File: config.mk
export PLATFORM = sky130hd
export DESIGN_NAME = fifomem_mc
export DESIGN_NICKNAME = d
export VERILOG_FILES = /design/src/rtl/fifomem_mc.sv
export SDC_FILE = /design/constraint.sdc
export NUM_CORES = 1
export LEC_CHECK = 0
export ABC_AREA = 1
export CORE_MARGIN = 2
export CORE_UTILIZATION = 45
export DETAILED_ROUTE_END_ITERATION = 16
export SLEW_MARGIN = 0
export SYNTH_ARGS = -nofsm -noshare
export SYNTH_HDL_FRONTEND = slang
export SYNTH_SLANG_ARGS = --single-unit
File: constraint.sdc
create_clock -name clk -period 4.26 [get_ports clk]
set_input_delay 0.852 -clock clk [delete_from_list [all_inputs] [get_ports clk]]
set_output_delay 0.852 -clock clk [all_outputs]
set_load 0.05 [all_outputs]
File: src/rtl/fifomem_mc.sv
// Multi-channel FIFO: NUM_CH independent queues carved out of one shared array, one write and one read port.
// Define FIFOMEM_MC_ERR_FLAGS_EN to build the sticky overflow/underflow registers; otherwise both outputs read 0.
module fifomem_mc #(
  parameter int DATA_WIDTH   = 8,
  parameter int ADDR_WIDTH   = 4,
  parameter int NUM_CH       = 4,
  parameter int AFULL_THRESH = 12,
  localparam int CH_W        = (NUM_CH > 1) ? $clog2(NUM_CH) : 1,
  localparam int CNT_W       = ADDR_WIDTH + 1
) (
  input  logic                      clk,
  input  logic                      rst,
  input  logic [DATA_WIDTH-1:0]     wdata,
  input  logic [CH_W-1:0]           wch,
  input  logic                      wclken,
  input  logic [CH_W-1:0]           rch,
  input  logic                      rclken,
  output logic [DATA_WIDTH-1:0]     rdata,
  output logic                      rvalid,
  output logic [NUM_CH-1:0]         wfull,
  output logic [NUM_CH-1:0]         rempty,
  output logic [NUM_CH-1:0]         afull,
  output logic [NUM_CH*CNT_W-1:0]   count,
  output logic [NUM_CH-1:0]         overflow,
  output logic [NUM_CH-1:0]         underflow
);

  localparam int                DEPTH    = 1 << ADDR_WIDTH;
  localparam int                MEM_AW   = CH_W + ADDR_WIDTH;
  localparam logic [CH_W:0]     NUM_CH_C = (CH_W + 1)'(NUM_CH);
  localparam logic [CNT_W-1:0]  DEPTH_C  = CNT_W'(DEPTH);
  localparam logic [CNT_W-1:0]  AFULL_C  = CNT_W'(AFULL_THRESH);

  logic [DATA_WIDTH-1:0] r_mem  [NUM_CH*DEPTH];
  logic [CNT_W-1:0]      r_wptr [NUM_CH];
  logic [CNT_W-1:0]      r_rptr [NUM_CH];
  logic [CNT_W-1:0]      w_cnt  [NUM_CH];
  logic [DATA_WIDTH-1:0] r_rdata_p1;
  logic                  r_rvld_p1;

  logic              w_wch_ok, w_rch_ok, w_wr_acc, w_rd_acc;
  logic [MEM_AW-1:0] w_waddr, w_raddr;

  // Channel-major addressing: {ch, slot} equals ch*DEPTH + slot.
  assign w_wch_ok = ({1'b0, wch} < NUM_CH_C);
  assign w_rch_ok = ({1'b0, rch} < NUM_CH_C);
  assign w_wr_acc = wclken && w_wch_ok && !wfull[wch];
  assign w_rd_acc = rclken && w_rch_ok && !rempty[rch];
  assign w_waddr  = {wch, r_wptr[wch][ADDR_WIDTH-1:0]};
  assign w_raddr  = {rch, r_rptr[rch][ADDR_WIDTH-1:0]};

  for (genvar c = 0; c < NUM_CH; c++) begin : g_flag
    assign w_cnt[c]                  = r_wptr[c] - r_rptr[c];
    assign rempty[c]                 = (w_cnt[c] == '0);
    assign wfull[c]                  = (w_cnt[c] == DEPTH_C);
    assign afull[c]                  = (w_cnt[c] >= AFULL_C);
    assign count[c*CNT_W +: CNT_W]   = w_cnt[c];
  end

  always_ff @(posedge clk) begin
    if (w_wr_acc && !rst) r_mem[w_waddr] <= wdata;
  end

  always_ff @(posedge clk) begin
    if (rst) begin
      for (int c = 0; c < NUM_CH; c++) begin
        r_wptr[c] <= '0;
        r_rptr[c] <= '0;
      end
    end else begin
      if (w_wr_acc) r_wptr[wch] <= r_wptr[wch] + CNT_W'(1);
      if (w_rd_acc) r_rptr[rch] <= r_rptr[rch] + CNT_W'(1);
    end
  end

  // Read stage: one-cycle latency, rdata holds on rejected or idle cycles.
  always_ff @(posedge clk) begin
    if (rst) begin
      r_rdata_p1 <= '0;
      r_rvld_p1  <= 1'b0;
    end else begin
      r_rvld_p1 <= w_rd_acc;
      if (w_rd_acc) r_rdata_p1 <= r_mem[w_raddr];
    end
  end

  assign rdata  = r_rdata_p1;
  assign rvalid = r_rvld_p1;

`ifdef FIFOMEM_MC_ERR_FLAGS_EN
  logic [NUM_CH-1:0] r_ovf, r_udf;

  always_ff @(posedge clk) begin
    if (rst) begin
      r_ovf <= '0;
      r_udf <= '0;
    end else begin
      if (wclken && w_wch_ok && wfull[wch])  r_ovf[wch] <= 1'b1;
      if (rclken && w_rch_ok && rempty[rch]) r_udf[rch] <= 1'b1;
    end
  end

  assign overflow  = r_ovf;
  assign underflow = r_udf;
`else
  assign overflow  = '0;
  assign underflow = '0;
`endif

endmodule

# After elaboration in Yosys (flattened, before gate mapping)
# Memories as Yosys holds them, arrays and structs flattened. A register that Yosys moved wholly into a read port is not among the register bits.
# Cells that the tools add are included.
[word_totals]
ramBits = 552
elab_cells = 52
input_bits = 16
regBits = 1
out_inout_bits = 49
n_memories = 3
[memory_table]
columns = ["name", "depth", "word_bits", "rd", "rd_ports_with_merged_regs", "wr", "line_no", "text"]
rows = [
  ["r_mem", 64, 8, 1, 1, 1, "34", "logic [DATA_WIDTH-1:0] r_mem [NUM_CH*DEPTH];"],
  ["r_rptr", 4, 5, 5, 0, 4, "36", "logic [CNT_W-1:0] r_rptr [NUM_CH];"],
  ["r_wptr", 4, 5, 5, 0, 4, "35", "logic [CNT_W-1:0] r_wptr [NUM_CH];"],
]
[op_classes]
reduce_logical = 12
n_lt_le_gt_ge = 6
muxes = 20
addsub = 6
eq_ne = 4
[op_table]
columns = ["op", "n"]
rows = [
  ["$eq A5 B5 Y1 const B", 4],
  ["$ge A5 B4 Y1 const B", 4],
  ["$logic_not A5 Y1", 4],
  ["$sub A5 B5 Y5", 4],
  ["$mux W1", 14],
  ["$add A5 B1 Y5 const B", 2],
  ["$mux W5", 2],
  ["$reduce_or A5 Y1", 2],
  ["$lt A2 B3 Y1 const B", 2],
  ["$bmux W1 S2", 2],
  ["$mux W2", 2],
  ["$logic_and A1 B1 Y1", 3],
  ["$logic_not A1 Y1", 3],
]

# Logic depth before layout (Yosys ltp)
# Gate-level depths: netlist of the first run.
# An unclocked memory read counts as a cell.
[logic_depth]
depth_word = 12
depth_mapped = 18
ltp_nobuf = 17

# Worst setup path before layout of the first run
# Ideal clock, no wire load.
[synth_path]
path_type = "register -> register"
startpoint = "memory r_rptr[0][0] (netlist bit)"
endpoint = "memory r_mem[63][0], enable pin"
arrival_ns = 3.637
path_stages_with_launch = 15
slack_ns = 0.240
n_path_buf = 1
synth_period_minus_slack_ns = 4.020
setup_time_ns = 0.383
t_required_ns = 3.877
cell_sequence = "edfxtp_1 > ha_1 > fa_1 > xnor2_1 > nor3_1 > nand2_1 > nor2_1 > nand2_1 > nand2_1 > a21oi_1 > nand2_1 > nor2_2 > inv_2 > buf_2 > nor3_1"
[synth_lines]
columns = ["element", "line_no"]
rows = [
  ["start: declaration", "36"],
  ["end: declaration", "34"],
]

==> results.yml, run 1 <==
run_status:
  status: "finished, final reports clean"
critical_path:
  crit_top_cell: "nand2_1"
  max_stage_delay_ps: 790
  worstReg2RegEnd: "r_mem[7][0]$_DFFE_PP_"
  cp_cell_sequence: "ha_1 -> fa_1 -> nand3b_1 -> nand2_1 -> nand2_1 -> nand2_1 -> nand3_1 -> inv_1 -> clkdlybuf4s50_1"
  critPathMaxFanout: 4
  startpoint: "r_rptr[0][0]$_SDFFCE_PN0P_"
  endpoint_kind: "primary output"
  r2r_start: "r_rptr[0][0]$_SDFFCE_PN0P_"
  arrival_ps: 3220
  critPathKind: "register to primary output"
  cp-start-kind: "register"
  reg2reg_setup_slack_ps: 450
  crit_required_ps: 3410
  cp_slowest_cell: "clkdlybuf4s50_1"
  reg2reg_depth: 15
  worstSetupEndpoint: "rempty[0]"
global_routing:
  grt_max_degree: 112
  grt_overflow: 0
  antenna_found_initial: 0
  grt_usage: 0.235
  grt_pass1_wl_um: 105000
  grt_pass1_vias: 16800
sta:
  fin_crit_ps: 4070
  hold_ws_ps: 519
  fin_crit_sh: 0.955
  max_slew_margin: 0.182
  slew_viol_final: 0
  fin_setup_tns_ps: 0
  hold_viol: 0
  setup_violations: 0
  worstMarginPinSlew_ps: 1230
  clock.fmax_mhz: 246
  clock_skew_ps: 24.2
  rsz0062_at_grt: "no"
synthesis:
  synth_area_um2: 25700
  yosysSeqAreaShare: 0.652
  synth_compound_gate_area_share: 0.0188
  synth-simple-area-share: 0.234
  ys_seq_elements: 561
  synth_top_area_frac: 0.645
  synth_area_leader_cell: "edfxtp_1"
  synth_mux_area_frac: 0
  ys_types: 42
  avgSynthCellArea_um2: 10.7
  synth_top_family_by_area: "simple AND/OR/NAND/NOR gates"
  ys_top_cells_by_area: "edfxtp_1 (65%), nand3_1 (9.0%), nand2_1 (6.8%)"
  ys.warnings.count: 0
  synthXorXnorAreaFrac: 0.00512
  netlist_instances: 2391
  synthAdderAreaFrac: 0.0119
clocking:
  post_cts_buffers: 0
  clk_path_buf_depth: 3
  htree_levels: 2
  cts.clk_slew.worst_paths_ps: 60
  clk_latency_ps: 630
  cts_sinks: 561
  numCtsBuffers: 58
  cts_tree: "built"
  cts-root-buf: "clkbuf_16"
power:
  p_per_area_nw_per_um2: 438
  power_mw: 12.8
  p_leak_nw: 11.5
  vdd_ir_drop_max_v: 0.000285
detailed_routing:
  viasPerCell: 5.39
  num_vias: 17700
  drt_pass1_iterations: 7
  drc: 0
  routed_wl_um: 69600
  drt_iter0_drc: 1960
  drtAntennaViolNets: 0
  wl_per_cell_um: 21.2
layout:
  syn_to_final_growth_pct: 13.6
  fillCellCount: 4991
  drive_gt1_frac: 0.0860
  nets: 2515
  post-route-util: 0.518
  ff_latch_area_um2: 16800
  n_antenna_cell: 0
  multi_input_area_um2: 6980
floorplan:
  die_w_um: 243
  die_h_um: 243
  start_util: 0.455
  pin_count: 65
  rows: 87
  core-area_um2: 56400
  die-area_um2: 59000
placed_design:
  gp_congestion: 0.933
  hpwlAfterDp_um: 43100
  port_buffers: 56
min_path:
  worstHoldStart: "rdata[0]$_SDFFE_PP0P_"
  min_path_type: "register to register"
flow_run:
  maxCapViolCount: 0
routing by layer:
layer / track usage / part of all wire / vias to the layer above
met5: 0 / 0 / -
li1: - / - / 8315
met2: 0.371 / 0.46 / 652
met3: 0.0348 / 0.069 / 133
met1: 0.331 / 0.43 / 8567
met4: 0.0839 / 0.035 / 0
registers in the layout, indices dropped and copies added (netlist names):
name and count:
r_wptr 20, r_rptr 20, rvalid 1, r_mem 512, rdata 8
kinds of logic (layout without fill, tap and decap cells):
logic type / Yosys count / count (layout)
xor gates and xnor gates: 15 / 15
buffers and inverters: 471 / 595
other: 1 / 8
DFF: 561 / 561
AOI/OAI and AO/OA: 82 / 82
and+or+nand+nor: 1239 / 1239
adders and majority gates: 22 / 22
how the worst min path moves through the flow:
| stage | end | slack (ps) | cells past startpoint |
|---|---|---|---|
| after detailed placement | rdata[0]$_SDFFE_PP0P_ | 500 | 2 |
| after global routing | rdata[0]$_SDFFE_PP0P_ | 530 | 2 |
| after global placement | rdata[1]$_SDFFE_PP0P_ | 520 | 2 |
| final | rdata[0]$_SDFFE_PP0P_ | 520 | 2 |
| after CTS | rdata[0]$_SDFFE_PP0P_ | 510 | 2 |
| after floorplan | rdata[0]$_SDFFE_PP0P_ | 670 | 2 |
critical path: cells and delay by family (launching register included):
family | cells | cell delay [ps]
AND/OR/NAND/NOR | 5 | 590
buffers and inverters | 2 | 870
adder cells (fa/ha/maj) | 2 | 690
flip-flops | 1 | 450
power by group:
group / switching [mW] / internal, mW
Sequential: 0.0377 / 6.11
Clock: 2.10 / 2.79
Combinational: 1.26 / 0.467
Total: 3.40 / 9.37
stage by stage:
stage               setup slack [ps]  cell area (um^2)  instances
CTS                             28.1             29200       3278
global placement                 264             27400       3173
finish                           192             29200       3278
floorplan                        240             25700       2398
detailed placement               163             27400       3173
global route                    67.7             29200       3278
synthesized netlist by cell type (all sizes together):
cell / instances
a22oi: 1
nand4: 2
inv: 327
clkbuf: 28
a22o: 1
a21oi: 22
nand2: 465
dfxtp: 9
nor3: 19
a221oi: 3
o211ai: 10
xnor2: 8
edfxtp: 552
xor2: 7
nand3: 466
ha: 18
conb: 1
fa: 4
o21ai: 40
a32oi: 2
o22ai: 1
o31ai: 1
or2: 2
buf: 115
nor2: 106
a31oi: 1
clkinv: 1
nand3b: 179
area by class of cell:
class,instances,share of cell area
multi-input cells,1366,0.239
clock buffers,73,0.0517
flip-flops and latches,561,0.574
inverters,328,0.0422
repair buffers,162,0.0504
well taps,756,0.0324
clock inverters,32,0.0101
layout by cell type (no fill, tap or decap), drive strengths merged, types with 3 or more instances in the layout:
| cell | count |
|---|---|
| nand3b | 179 |
| nor2 | 106 |
| o211ai | 10 |
| xor2 | 7 |
| edfxtp | 552 |
| inv | 328 |
| a221oi | 3 |
| clkinv | 25 |
| dfxtp | 9 |
| bufinv | 5 |
| a21oi | 22 |
| conb | 8 |
| clkdlybuf4s50 | 46 |
| xnor2 | 8 |
| o21ai | 40 |
| ha | 18 |
| fa | 4 |
| buf | 114 |
| nor3 | 19 |
| nand2 | 465 |
| nand3 | 466 |
| clkbuf | 73 |
what timing repair did:
| action | 4_1_cts | 5_1_grt |
|---|---|---|
| gates resized for setup | 0 | 2 |
| hold buffers | 0 | 0 |
| setup endpoints to repair | 0 | 2 |
Note: power is estimated with default switching activity, not from simulation.
==> run 2, diff against run 1 <==
DONT_BUFFER_PORTS = 1   (was default)
==> run 2 against run 1 <==
Fmax is 0.19% higher. Combinational power fell by 14%. Global-route usage down 0.80 points. Die area did not move. Critical endpoint is now r_mem[44][6]$_DFFE_PP_. Power decreased by 4.4%. Clock power fell by 6.7%. Highest routed layer unchanged.
==> results.yml, run 2 (synthesis gave the netlist of run 1 again) <==
run_status:
  status: "finished, final reports clean"
detailed_routing:
  drtAntennaViolNets: 0
  routed_wl_um: 67000
  viasPerCell: 5.45
  drt_pass1_iterations: 5
  drc: 0
  num_vias: 17300
  drt_iter0_drc: 1697
  wl_per_cell_um: 21.1
layout:
  largest_reg_flops: 512
  drive_gt1_frac: 0.0658
  ff_latch_area_um2: 16800
  nets: 2409
  top_register: "r_mem"
  final_area_um2: 28100
  syn_to_final_growth_pct: 9.54
  final_common_cell: "edfxtp_1"
  multi_input_area_um2: 7010
  layout_common_cells: "edfxtp_1 (552), nand2_1 (461), nand3_1 (460)"
  n_antenna_cell: 0
  post-route-util: 0.499
  fillCellCount: 5102
  reg_top3: "r_mem (512), r_rptr (20), r_wptr (20)"
clocking:
  clk_path_buf_depth: 3
  numCtsBuffers: 55
  htree_levels: 2
  post_cts_buffers: 0
  cts-root-buf: "clkbuf_16"
  clk_latency_ps: 630
  cts_sinks: 561
  cts_tree: "built"
  cts.clk_slew.worst_paths_ps: 60
  holdBufCountCts: 0
  ctsResizeCount: 0
sta:
  hold_viol: 0
  clock_skew_ps: 40.7
  clock.fmax_mhz: 246
  fin_crit_ps: 4060
  max_slew_margin: 0.313
  rsz0062_at_grt: "yes"
  fin_crit_sh: 0.953
  slew_viol_final: 0
  worstMarginPinSlew_ps: 1030
  setup_violations: 0
placed_design:
  post_dp_cell_area_um2: 26500
  port_buffers: 0
  gp_congestion: 0.920
  hpwlAfterDp_um: 39500
critical_path:
  cp_slowest_cell: "nor2_1"
  max_stage_delay_ps: 670
  arrival_ps: 4310
  cp_cell_sequence: "ha_1 -> fa_1 -> nand3b_1 -> nand2_1 -> nand2_1 -> nand2_1 -> nor2_1 -> nand2_1 -> nand2_1 -> a21oi_1 -> nand2_1 -> nor2_2 -> nand2_1 -> nor2_1"
  crit_required_ps: 4510
  crit_top_cell: "nand2_1"
  endpoint_kind: "register"
  critPathKind: "register to register"
  critPathMaxFanout: 8
  crit_family: "simple AND/OR/NAND/NOR gates"
  crit_buf_inv: 0
  cp-start-kind: "register"
global_routing:
  grt_overflow: 0
  grt_max_degree: 227
  met1_usage: 0.324
  grt_usage: 0.227
  grt_pass1_vias: 16600
  met3_usage: 0.0343
  grt_busiest_layer: "met2"
  antenna_found_initial: 0
  grt_pass1_wl_um: 102000
  use_met2: 0.356
power:
  p_leak_nw: 10.9
  p_per_area_nw_per_um2: 434
  vdd_ir_drop_max_v: 0.000270
flow_run:
  maxCapViolCount: 0
min_path:
  min_path_type: "input pin to register"
floorplan:
  core-area_um2: 56400
  die_w_um: 243
  rows: 87
  start_util: 0.455
  die-area_um2: 59000
  pin_count: 65
  die_h_um: 243
==> run 2: changes by cell type in the layout (fill, tap and decap cells not counted), sizes merged <==
cell           change
clkinvlp           -2
clkdlybuf4s50     -46
dlymetal6s2s       -2
clkbuf             +7
inv                -1
bufinv             -4
buf               -55
clkinv             -2
==> run 2: worst reg2reg max path, stage by stage, from the launching register on <==
cell and delay [ps]:
edfxtp_1 390, ha_1 240, fa_1 410, nand3b_1 190
nand2_1 80, nand2_1 50, nand2_1 120, nor2_1 80
nand2_1 60, nand2_1 50, a21oi_1 170, nand2_1 120
nor2_2 590, nand2_1 460, nor2_1 680
==> run 2: worst paths after layout <==
kind                               from                endpoint  slack [ps]  cells past startpoint
max reg2reg  r_rptr[0][0]$_SDFFCE_PN0P_  r_mem[44][6]$_DFFE_PP_         200                     14
max          r_rptr[0][0]$_SDFFCE_PN0P_  r_mem[44][6]$_DFFE_PP_         200                     14
min                            wdata[1]  r_mem[56][1]$_DFFE_PP_         330                      0
min reg2reg       rdata[5]$_SDFFE_PP0P_   rdata[5]$_SDFFE_PP0P_         740                      2
==> run 2: layout make-up <==
type | count | area share
Timing Repair Buffer | 59 | 0.0193
Sequential cell | 561 | 0.596
Multi-Input combinational cell | 1366 | 0.249
Clock buffer | 80 | 0.0538
Inverter | 328 | 0.0438
Tap cell | 756 | 0.0336
Clock inverter | 23 | 0.00485
==> run 2: power breakdown <==
part	switching, mW	internal, mW	leakage, nW
sequential	0.0597	6.11	5.09
clock	2.04	2.52	0.800
combinational	1.11	0.372	5.01
total	3.22	9.00	10.9
==> run 2: routing by layer <==
metal | wire, um | vias to the layer above
li1 | - | 8098
met1 | 29700 | 8384
met2 | 30700 | 672
met3 | 4620 | 123
met4 | 2020 | 0
met5 | 0 | -
==> run 2: per-stage QoR <==
step                total power, mW  worst slack [ps]  TNS [ps]  hold slack [ps]  std cells
detailed placement             7.76               124         0              733       3070
global route                   12.6             -14.8      -214              302       3173
floorplan                      7.35               240         0              673       2398
finish                         12.2               200         0              329       3173
CTS                            12.3               103         0              285       3173
global placement               7.75               202         0              739       3070
==> run 3, diff against run 2 <==
CORE_UTILIZATION = 47   (was 45)
==> run 3 against run 2 <==
Die area fell by 4.2%. Via count rose by 1.3%. Utilization rose by 2.5 points. Critical path type unchanged. Largest power group unchanged. Highest routed layer unchanged.
==> results.yml, run 3 (synthesis gave the netlist of run 1 again) <==
critical_path:
  crit_family: "simple AND/OR/NAND/NOR gates"
  arrival_ps: 4430
  critPathKind: "register to register"
  crit_buf_inv: 2
  crit_top_cell: "nand2_1"
  endpoint_kind: "register"
  crit_required_ps: 4490
  cp-start-kind: "register"
  reg2reg_setup_slack_ps: 60
  critPathMaxFanout: 11
  cp_slowest_cell: "nor2_1"
  max_stage_delay_ps: 700
  cp_cell_sequence: "inv_1 -> ha_1 -> inv_1 -> fa_1 -> nand3_1 -> nand2_1 -> or2_0 -> nand2_1 -> nor2_1 -> a22oi_1 -> nand2_1 -> nor2_2 -> nand2_1 -> nor2_1"
  reg2reg_depth: 14
  r2r_start: "r_wptr[3][0]$_DFFE_PP_"
  worstReg2RegEnd: "r_mem[13][4]$_DFFE_PP_"
clocking:
  post_cts_buffers: 0
  cts.clk_slew.worst_paths_ps: 60
  clk_path_buf_depth: 3
  numCtsBuffers: 58
  clk_latency_ps: 620
  htree_levels: 2
  ctsResizeCount: 0
  cts_tree: "built"
  cts_sinks: 561
  cts-root-buf: "clkbuf_16"
  holdBufCountCts: 0
flow_run:
  maxCapViolCount: 0
sta:
  rsz0062_at_grt: "yes"
  hold_viol: 0
  worstMarginPinSlew_ps: 1050
  hold_ws_ps: 337
  clock_skew_ps: 29.8
  fin_crit_ps: 4200
  max_slew_margin: 0.296
  fin_crit_sh: 0.987
  slew_viol_final: 0
  fin_setup_tns_ps: 0
  setup_violations: 0
  clock.fmax_mhz: 238
detailed_routing:
  drc: 0
  drtAntennaViolNets: 0
  wl_per_cell_um: 22.1
  drt_pass1_iterations: 6
  drt_iter0_drc: 1961
  num_vias: 17500
  routed_wl_um: 69100
  viasPerCell: 5.61
layout:
  fillCellCount: 4702
  reg_top3: "r_mem (512), r_rptr (20), r_wptr (20)"
  nets: 2426
  n_antenna_cell: 0
  syn_to_final_growth_pct: 9.95
  final_common_cell: "edfxtp_1"
  top_register: "r_mem"
  largest_reg_flops: 512
  layout_common_cells: "edfxtp_1 (552), nand2_1 (461), nand3_1 (460)"
  fin_cells: 3123
  drive_gt1_frac: 0.0766
power:
  p_leak_nw: 11.0
  power_mw: 12.3
  p_per_area_nw_per_um2: 437
  vdd_ir_drop_max_v: 0.000300
global_routing:
  grt_pass1_vias: 16800
  grt_overflow: 0
  grt_pass1_wl_um: 103000
  grt_max_degree: 188
  antenna_found_initial: 0
  grt_usage: 0.244
floorplan:
  die-area_um2: 56500
  pin_count: 65
  core-area_um2: 53900
  start_util: 0.476
  die_h_um: 238
  die_w_um: 238
  rows: 85
min_path:
  worstHoldStart: "wdata[2]"
  min_path_type: "input pin to register"
  hold_depth: 0
  hold_path_end: "r_mem[63][2]$_DFFE_PP_"
placed_design:
  hpwlAfterDp_um: 39800
  gp_congestion: 0.900
  dp_cells: 3024
  port_buffers: 0
run_status:
  status: "finished, final reports clean"
[run 3: cell count changes in the layout (fill, tap and decap cells not counted), moves of 2 or more]
cell,before,now
buf_4,51,64
clkbuf_1,23,8
clkbuf_16,57,59
clkinv_1,16,19
clkinv_2,7,11
nor2_1,100,94
nor2_2,6,12
[run 3: per-stage QoR]
step                      area, um^2  setup WS [ps]   util
after floorplan                25700            240      -
after global placement         26500            229  0.491
after detailed placement       26500           86.2  0.491
after CTS                      28200           82.8  0.523
after global routing           28200           -143  0.524
final                          28200           55.5  0.524
[run 3: where the power goes]
part / internal, mW / switching [mW] / leakage [nW]
clock network: 2.61 / 2.04 / 0.837
logic: 0.375 / 1.13 / 5.09
registers: 6.11 / 0.0588 / 5.09
total: 9.10 / 3.23 / 11.0
[run 3: worst reg2reg max path, delay by kind of cell (launching register included)]
family,cells,cell delay [ps]
buffers and inverters,2,140
AO/OA/AOI/OAI,1,240
adder cells (fa/ha/maj),2,550
AND/OR/NAND/NOR,9,2490
flip-flops,1,380
[run 3: cell type report]
class,instances,area (um^2),area share
clock buffer,67,1510,0.0533
clock inverter,32,194,0.00687
inverter,328,1230,0.0436
multi-input combinational,1366,7020,0.249
sequential,561,16800,0.593
tap,696,871,0.0308
timing repair buffer,73,661,0.0234
[run 3: worst max path at each step]
stage	from	to	slack [ps]	depth (start not counted)
after global routing	r_wptr[3][0]$_DFFE_PP_	r_mem[26][1]$_DFFE_PP_	-140	14
after detailed placement	r_wptr[3][0]$_DFFE_PP_	r_mem[61][5]$_DFFE_PP_	90	14
after CTS	r_wptr[3][0]$_DFFE_PP_	r_mem[61][5]$_DFFE_PP_	80	14
final	r_wptr[3][0]$_DFFE_PP_	r_mem[13][4]$_DFFE_PP_	60	14
after global placement	r_wptr[3][0]$_DFFE_PP_	r_mem[40][7]$_DFFE_PP_	230	14
after floorplan	r_rptr[0][0]$_SDFFCE_PN0P_	r_mem[63][0]$_DFFE_PP_	240	14
[run 3: routing by layer]
| layer | part of all wire | GRT usage | vias to the layer above |
|---|---|---|---|
| met5 | 0 | 0 | - |
| met4 | 0.030 | 0.0768 | 0 |
| met3 | 0.072 | 0.0403 | 131 |
| met2 | 0.47 | 0.394 | 698 |
| met1 | 0.43 | 0.338 | 8557 |
| li1 | - | - | 8122 |
